[src/rtl/ghost_chase.sv]
// Single-ghost movement controller: each step tick moves the ghost one axis toward
// Pac-Man (CHASE) or a fixed corner (SCATTER); modes alternate on tick-count timers.
module ghost_chase #(
  parameter int STEP        = 4,
  parameter int X_MIN       = 0,
  parameter int X_MAX       = 608,
  parameter int Y_MIN       = 0,
  parameter int Y_MAX       = 448,
  parameter int X_INIT      = 320,
  parameter int Y_INIT      = 240,
  parameter int SCAT_X      = 608,
  parameter int SCAT_Y      = 0,
  parameter int SCAT_TICKS  = 20,
  parameter int CHASE_TICKS = 60
) (
  input  logic       clk,
  input  logic       rst,
  input  logic       step_en,
  input  logic       freeze,
  input  logic       restart,
  input  logic [9:0] pac_x,
  input  logic [9:0] pac_y,
  output logic [9:0] ghost_x,
  output logic [8:0] ghost_y,
  output logic       mode,
  output logic       moved
);

  localparam int TMAX = (SCAT_TICKS > CHASE_TICKS) ? SCAT_TICKS : CHASE_TICKS;
  localparam int TW   = (TMAX > 1) ? $clog2(TMAX) : 1;

  localparam logic signed [10:0] XLO  = 11'(X_MIN);
  localparam logic signed [10:0] XHI  = 11'(X_MAX);
  localparam logic signed [10:0] YLO  = 11'(Y_MIN);
  localparam logic signed [10:0] YHI  = 11'(Y_MAX);
  localparam logic signed [10:0] STPW = 11'(STEP);

  typedef enum logic [1:0] {S_SCATTER, S_CHASE, S_HALT} state_t;

  typedef struct packed {
    logic signed [10:0] x;
    logic signed [10:0] y;
  } pos_t;

  function automatic logic signed [10:0] clamp11(input logic signed [10:0] v,
                                                 input logic signed [10:0] lo,
                                                 input logic signed [10:0] hi);
    if (v < lo)      return lo;
    else if (v > hi) return hi;
    else             return v;
  endfunction

  state_t          r_state;
  logic [TW-1:0]   r_tmr;
  logic [9:0]      r_gx;
  logic [8:0]      r_gy;
  logic            r_mode;
  logic            r_moved;

  pos_t               w_tgt;
  pos_t               w_cur;
  logic signed [10:0] w_dx, w_dy, w_adx, w_ady;
  logic               w_use_x;
  logic signed [10:0] w_d, w_ad, w_amt, w_c, w_nxt;
  logic               w_chg;
  logic [9:0]         w_nx;
  logic [8:0]         w_ny;
  logic               w_last;

  // Target and single-axis step, all in 11-bit signed so no intermediate wraps.
  always_comb begin
    w_tgt.x = (r_state == S_CHASE) ? $signed({1'b0, pac_x}) : 11'(SCAT_X);
    w_tgt.y = (r_state == S_CHASE) ? $signed({1'b0, pac_y}) : 11'(SCAT_Y);
    w_tgt.x = clamp11(w_tgt.x, XLO, XHI);
    w_tgt.y = clamp11(w_tgt.y, YLO, YHI);
    w_cur.x = $signed({1'b0, r_gx});
    w_cur.y = $signed({2'b00, r_gy});
    w_dx    = w_tgt.x - w_cur.x;
    w_dy    = w_tgt.y - w_cur.y;
    w_adx   = (w_dx < 0) ? -w_dx : w_dx;
    w_ady   = (w_dy < 0) ? -w_dy : w_dy;
    w_use_x = (w_adx >= w_ady);
    w_d     = w_use_x ? w_dx : w_dy;
    w_ad    = w_use_x ? w_adx : w_ady;
    w_c     = w_use_x ? w_cur.x : w_cur.y;
    w_amt   = (w_ad < STPW) ? w_ad : STPW;
    w_nxt   = (w_d < 0) ? (w_c - w_amt) : (w_c + w_amt);
    w_nxt   = w_use_x ? clamp11(w_nxt, XLO, XHI) : clamp11(w_nxt, YLO, YHI);
    w_chg   = (w_nxt != w_c);
    w_nx    = w_use_x ? 10'(w_nxt) : r_gx;
    w_ny    = w_use_x ? r_gy : 9'(w_nxt);
  end

  assign w_last = (r_state == S_SCATTER) ? (r_tmr == TW'(SCAT_TICKS - 1))
                                         : (r_tmr == TW'(CHASE_TICKS - 1));

  always_ff @(posedge clk or negedge rst) begin
    if (!rst) begin
      r_state <= S_SCATTER;
      r_tmr   <= '0;
      r_gx    <= 10'(X_INIT);
      r_gy    <= 9'(Y_INIT);
      r_mode  <= 1'b0;
      r_moved <= 1'b0;
    end else if (restart) begin
      r_state <= freeze ? S_HALT : S_SCATTER;
      r_tmr   <= '0;
      r_gx    <= 10'(X_INIT);
      r_gy    <= 9'(Y_INIT);
      r_mode  <= 1'b0;
      r_moved <= 1'b0;
    end else if (freeze) begin
      r_state <= S_HALT;
      r_mode  <= 1'b0;
      r_moved <= 1'b0;
    end else if (r_state == S_HALT) begin
      // Leaving HALT consumes the edge; no move even with step_en high.
      r_state <= S_SCATTER;
      r_tmr   <= '0;
      r_mode  <= 1'b0;
      r_moved <= 1'b0;
    end else if (step_en) begin
      r_gx    <= w_nx;
      r_gy    <= w_ny;
      r_moved <= w_chg;
      if (w_last) begin
        r_tmr   <= '0;
        r_state <= (r_state == S_SCATTER) ? S_CHASE : S_SCATTER;
        r_mode  <= (r_state == S_SCATTER);
      end else begin
        r_tmr   <= r_tmr + TW'(1);
      end
    end else begin
      r_moved <= 1'b0;
    end
  end

  assign ghost_x = r_gx;
  assign ghost_y = r_gy;
  assign mode    = r_mode;
  assign moved   = r_moved;

endmodule

[config.mk]
export PLATFORM = sky130hd
export DESIGN_NAME = ghost_chase
export DESIGN_NICKNAME = d
export VERILOG_FILES = /design/src/rtl/ghost_chase.sv
export SDC_FILE = /design/constraint.sdc
export NUM_CORES = 1
export LEC_CHECK = 0
export ABC_AREA = 0
export BUFFER_PORTS_ARGS = -buffer_cell sky130_fd_sc_hd__buf_2
export CORE_ASPECT_RATIO = 2
export CORE_MARGIN = 2
export CORE_UTILIZATION = 55
export CTS_CLUSTER_SIZE = 8
export DETAILED_ROUTE_END_ITERATION = 8
export GPL_TIMING_DRIVEN = 0
export PLACE_DENSITY = 0.8
export RECOVER_POWER = 50
export SYNTH_ARGS = -nofsm -noshare
export SYNTH_HDL_FRONTEND = slang
export SYNTH_SLANG_ARGS = --single-unit
[constraint.sdc]
create_clock -name clk -period 24.8 [get_ports clk]
set_input_delay 2.48 -clock clk [delete_from_list [all_inputs] [get_ports clk]]
set_output_delay 2.48 -clock clk [all_outputs]
set_load 0.005 [all_outputs]
After elaboration in Yosys (flattened, before gate mapping):

Cells that the tools add are included.

* register bits after elaboration: 29
* latch bits: 0
* memory bits (writable): 0
* ROM bits: 0
* bits of input ports: 25
* output and inout bits: 21
* logic and storage cells: 93
* memories kept: 0

* add/sub/neg operators: 7
* multipliers: 0
* divide/modulo/power cells: 0
* order comparisons: 12
* equality and inequality tests: 8
* shift-type cells: 0
* multiplexer cells: 50
* bitwise gates (word level): 0
* reductions and logical operators: 10

Operators with widths (number)
* two-way mux 11 bit: 12
* two-way mux 10 bit: 11
* two-way mux 9 bit: 5
* less-than comparator 11 x 1 -> 1 bit, second input constant: 4
* two-way mux 6 bit: 5
* negation 11 bit: 2
* subtractor 11 bit: 2
* less-than comparator 10 x 1 -> 1 bit, second input constant: 2
* two-way mux 2 bit: 6
* adder 11 bit: 1
* greater-or-equal comparator 11 bit: 1
* > comparator 11 x 10 -> 1 bit, second input constant: 1
* > comparator 11 bit, second input constant: 1
* less-than comparator 11 x 4 -> 1 bit, second input constant: 1
* two-way mux 1 bit: 11
* != test 11 bit: 1
* subtractor 10 x 9 -> 11 bit: 1
* > comparator 10 bit, second input constant: 1
* > comparator 10 x 9 -> 1 bit, second input constant: 1
* AND reduction 4 bit: 2
* nonzero test 4 bit: 2
* adder 6 x 1 -> 6 bit, second input constant: 1
* equality test 6 x 5 -> 1 bit, second input constant: 1
* equality test 6 bit, second input constant: 1
* 8 further kinds: 11

Logic depth before layout (Yosys ltp):

* depth in word-level cells: 23
* mapped depth: 56
* gate-level depth less buffers: 50

Least setup slack after synthesis:

No wires, ideal clock.

* kind: input to register
* start point: input port pac_x[1]
* end point: register r_moved, in the netlist moved
* setup time: 0.082 ns
* arrival: 12.364 ns
* data required time: 24.718 ns
* path slack: 12.354 ns
* stages: 53
* buffers on the path: 5
* cells stage by stage: or4_1 o211ai_1 nand3_1 a21oi_1 nand2_1 ha_1 inv_1 fa_1 a21oi_1 o21bai_1 xor2_1 or2_2 or3_1 or3_1 nand2_1 xnor2_1 ha_1 nand4_1 (+17 left out) inv_1 ha_1 nor2b_1 o21ai_0 a21boi_0 o21ai_0 a211oi_1 mux2i_1 nor2_1 a21oi_1 o21a_1 clkbuf_1 nand2_1 o311ai_1 a31o_1 a2111oi_0 nor4bb_1 a31oi_1

* longest elaborated chain between the ends: 22
* elaborated cells between the ends (all ways): 32

Ends and longest elaborated chain
* from (decl): line 21 `input logic [9:0] pac_x,`
* two-way mux 10 bit (*): line 72 `w_tgt.x = (r_state == S_CHASE) ? $signed({1'b0, pac_x}) : 11'(SCAT_X);`
* > comparator 10 bit: line 49 `else if (v > hi) return hi;`
* two-way mux 10 bit: line 49
* two-way mux 11 bit (*): line 48 `if (v < lo) return lo;`
* subtractor 11 bit (*): line 78 `w_dx = w_tgt.x - w_cur.x;`
* negation 11 bit or less-than comparator 11 x 1 -> 1 bit (tied branches): line 80 `w_adx = (w_dx < 0) ? -w_dx : w_dx;`
* two-way mux 11 bit: line 80
* greater-or-equal comparator 11 bit: line 82 `w_use_x = (w_adx >= w_ady);`
* (+6 left out)
* two-way mux 11 bit: line 49
* two-way mux 11 bit: line 48
* two-way mux 11 bit: line 88 `w_nxt = w_use_x ? clamp11(w_nxt, XLO, XHI) : clamp11(w_nxt, YLO, YHI);`
* != test 11 bit (*): line 89 `w_chg = (w_nxt != w_c);`
* two-way mux 1 bit (*): line 122 `end else if (step_en) begin`
* two-way mux 1 bit (*): line 116 `end else if (r_state == S_HALT) begin`
* two-way mux 1 bit (*): line 112 `end else if (freeze) begin`
* two-way mux 1 bit (*): line 105 `end else if (restart) begin`
* to (signal assigned): line 125 `r_moved <= w_chg;`
* to (decl): line 58 `logic r_moved;`

Mark *: on every way between the ends. The rest lies on a longest branch, timed or not.
A chain may end at the register's enable or synchronous reset.

Worst setup path after layout:

Ends and elaborated chain as after synthesis.

==> impl_metrics.tcl <==
set metrics [dict create \
    maxSlewHeadroom -0.01772 \
    path_max_fanout 10 \
    synth-seq-cells 28 \
    fin_setup_tns_ns 0 \
    ir_drop_v 0.0001238 \
    ctsHoldBuffers 0 \
    clk_pin_slew_ns 0.06 \
    cp-end-kind "register" \
    die_area_sq_um 9759 \
    htree_levels 1 \
    required_ns 24.94 \
    syn_inst 664 \
    cts_sinks 28 \
    seq_area_frac_synth 0.1440 \
    fmax_mhz 67.62 \
    grt_max_degree 29 \
    grt_pass1_wl_mm 26.11 \
    drt_first_iter_violations 258 \
    drt-pass1-iter-count 6 \
    max_cap_viol_count 1 \
    io_pins 46 \
    use_met1 0.3090 \
    synth_ff_type "dfrtp_1" \
    synth_edf_count 0 \
    top_usage_layer "met2" \
    cts_buffers 3 \
    fin_worst_skew_ns 0.001406 \
    rsz0062_at_grt "false" \
    min_period_ns 14.79 \
    vias 5394 \
    tightest_slew_ns 1.527 \
    wl_mm 16.18 \
    grtUsageTotal 0.3377 \
    cts_root_buf "clkbuf_16" \
    cts_tree "built" \
    ys_types 82 \
    hpwl_mm 13.17 \
    ant_nets 0 \
    diodes 0 \
    crit_buf_inv 9 \
    drcViolationCount 0 \
    cts_resized 0 \
    start_util 0.5686 \
    syn_to_final_growth_pct 9.008 \
    grt_pass1_vias 5513 \
    total_leakage_power_nw 2.378 \
    worstSkewPairLatency_ns 0.27 \
    antenna_found_initial 0 \
    ff_latch_area_sq_um 708.2 \
    slew_violations 29 \
    cts_setup_buffers 0 \
    cpPeakStageDelay_ns 0.65 \
    portBuffers 44 \
    synth.area.top_cells "ha_1 (12%), dfrtp_1 (11%), xnor2_1 (5.3%)" \
    layout-drive-gt1-share 0.1039 \
    nets 787 \
    wl_per_cell_microns 19.93 \
    synthArstFlopShare 1.000 \
    critPathTopFamily "compound AO/OA/AOI/OAI gates" \
    arrival_ns 14.93 \
    clockBufferDepth 2 \
    coreArea_sq_um 8648 \
    nFillCells 813 \
    p_per_area_nw_per_um2 70.20 \
    fin_crit_sh 0.5963 \
    fin_hold_ws_ns 0.5108 \
    r2r_setup_slack_ns 12.19 \
    grt_overflow 0 \
    placed_cell_area_sq_um 5263 \
    cpMaxStageDelayCell "nor4_1" \
    dieWidth_microns 70.86 \
    viasPerCell 6.643 \
    gr-usage-met3 0.03072 \
    crit_type "in -> reg" \
    final_hold_viol_count 0 \
    avgSynthCellArea_sq_um 7.405 \
    hold_path.class "reg -> reg" \
    rows 48 \
    final_cell_area_sq_um 5360 \
    yosysTopAreaCell "ha_1" \
    die_h_microns 137.7 \
    use_met2 0.6438 \
    outcome "finished, violations left" \
    synth_top_area_frac 0.1170 \
    synth_area_sq_um 4917 \
    synth_nets 738 \
    multi_input_area_sq_um 3936 \
    synth_warnings 0 \
    violations "capacitance limit, slew limit" \
    routabilityCongestion 1.010 \
    setup_violations 0 \
    start_kind "primary input" \
]
worst reg2reg max path, delay by kind of cell, from the launching register on:
kind                       cells  cell delay [ns]
and+or+nand+nor               17             4.21
AOI/OAI and AO/OA             13             3.07
buffers and inverters          6             1.85
adders and majority gates      5             1.75
xor gates and xnor gates       2             0.69
DFF                            1             0.50
muxes                          1             0.41
power breakdown:
part	leakage, nW	switching [W]	total, W	internal [W]
Combinational	1.96	0.000180	0.000278	0.0000979
Sequential	0.367	0.00000230	0.0000504	0.0000481
Clock	0.0511	0.0000157	0.0000478	0.0000322
synth_stat cells, drive strengths merged, types with 2 or more instances:
cell type  instances
dfstp              6
and3b              2
o21ai             41
nand3b             2
nand4             10
nand3             17
nor3b              5
nand2b            12
or4                2
and3               5
nand4b             2
nor4              10
o311ai             4
ha                46
xor2              15
a211o              3
buf                4
o31ai              5
o21a              11
a41o               2
a2111oi            2
a211oi            11
nand2             59
fa                 3
xnor2             30
a31oi             10
mux2i             21
nor3              34
or3                8
or2                5
nor2b             10
a21o               7
a21oi             52
o211ai             9
dfrtp             22
clkbuf            14
and2              15
nor2              69
a221o              2
inv               48
o21bai             5
a31o               3
or4b               2
path summary, 6_finish.rpt:
kind	start	cells past startpoint	end
setup / recovery	pac_x[1]	48	moved
max in group asynchronous	rst	1	ghost_x[5]
hold reg to reg	r_tmr[4]	1	r_tmr[4]
setup reg to reg	r_state[0]	44	moved
hold / removal	r_tmr[4]	1	r_tmr[4]
min in group asynchronous	rst	1	r_tmr[1]
layer usage:
layer  wire length [microns]  part of all wire  vias to the layer above
li1                        -                 -                     2503
met1                    5431              0.34                     2547
met2                    8593              0.53                      244
met3                     589             0.036                      100
met4                    1569             0.097                        0
met5                       0                 0                        -
layout make-up:
cell class	count	share of cell area
inverters	48	0.03361
well taps	100	0.02334
clock buffers	3	0.01401
multi-input cells	570	0.7344
repair buffers	44	0.03968
clock inverters	1	0.005602
flip-flops and latches	28	0.1321
plain buffers	18	0.01727
cells by family after synthesis:
group           Yosys count  synth area share
compound gates          180            0.2580
xor+xnor                 46           0.08473
fa+ha+maj                49            0.1293
buf+inv                  66           0.05547
flops                    28            0.1440
mux                      21           0.04605
other cells               1         0.0007626
simple gates            273            0.2817
metrics by stage:
stage | total power (W) | std cells | setup slack (ns) | utilization
floorplan | 0.0002485 | 664 | 12.35 | -
global placement | 0.0003079 | 808 | 10.28 | 0.6085
detailed placement | 0.0003166 | 808 | 10.09 | 0.6085
CTS | 0.0003664 | 812 | 10.31 | 0.6207
global route | 0.0003964 | 812 | 9.137 | 0.6198
finish | 0.0003763 | 812 | 10.01 | 0.6198
registers in the layout, indices dropped and copies added (netlist names):
name / flops
moved: 1
ghost_x: 10
r_state: 2
r_tmr: 6
ghost_y: 9
cell usage in the layout, fill, tap and decap left out, drive strengths merged, types with 3 or more instances in the layout:
| cell | netlist | final |
|---|---|---|
| nor2 | 69 | 69 |
| nand4 | 10 | 10 |
| inv | 48 | 48 |
| ha | 46 | 46 |
| a211o | 3 | 3 |
| o21bai | 5 | 5 |
| a31oi | 10 | 10 |
| o211ai | 9 | 9 |
| xor2 | 15 | 15 |
| nor2b | 10 | 10 |
| nand3 | 17 | 17 |
| xnor2 | 30 | 30 |
| nand2 | 59 | 59 |
| o311ai | 4 | 4 |
| and2 | 15 | 15 |
| fa | 3 | 3 |
| nor3b | 5 | 5 |
| and3 | 5 | 5 |
| or2 | 5 | 5 |
| o31ai | 5 | 5 |
| clkbuf | 14 | 23 |
| nand2b | 12 | 12 |
| a211oi | 11 | 11 |
| o21a | 11 | 11 |
| buf | 4 | 42 |
| dfstp | 6 | 6 |
| nor4 | 10 | 10 |
| dfrtp | 22 | 22 |
| o21ai | 41 | 41 |
| a21o | 7 | 7 |
| or3 | 8 | 8 |
| mux2i | 21 | 21 |
| a31o | 3 | 3 |
| a21oi | 52 | 52 |
| nor3 | 34 | 34 |
Note: power is estimated with default switching activity, not from simulation.
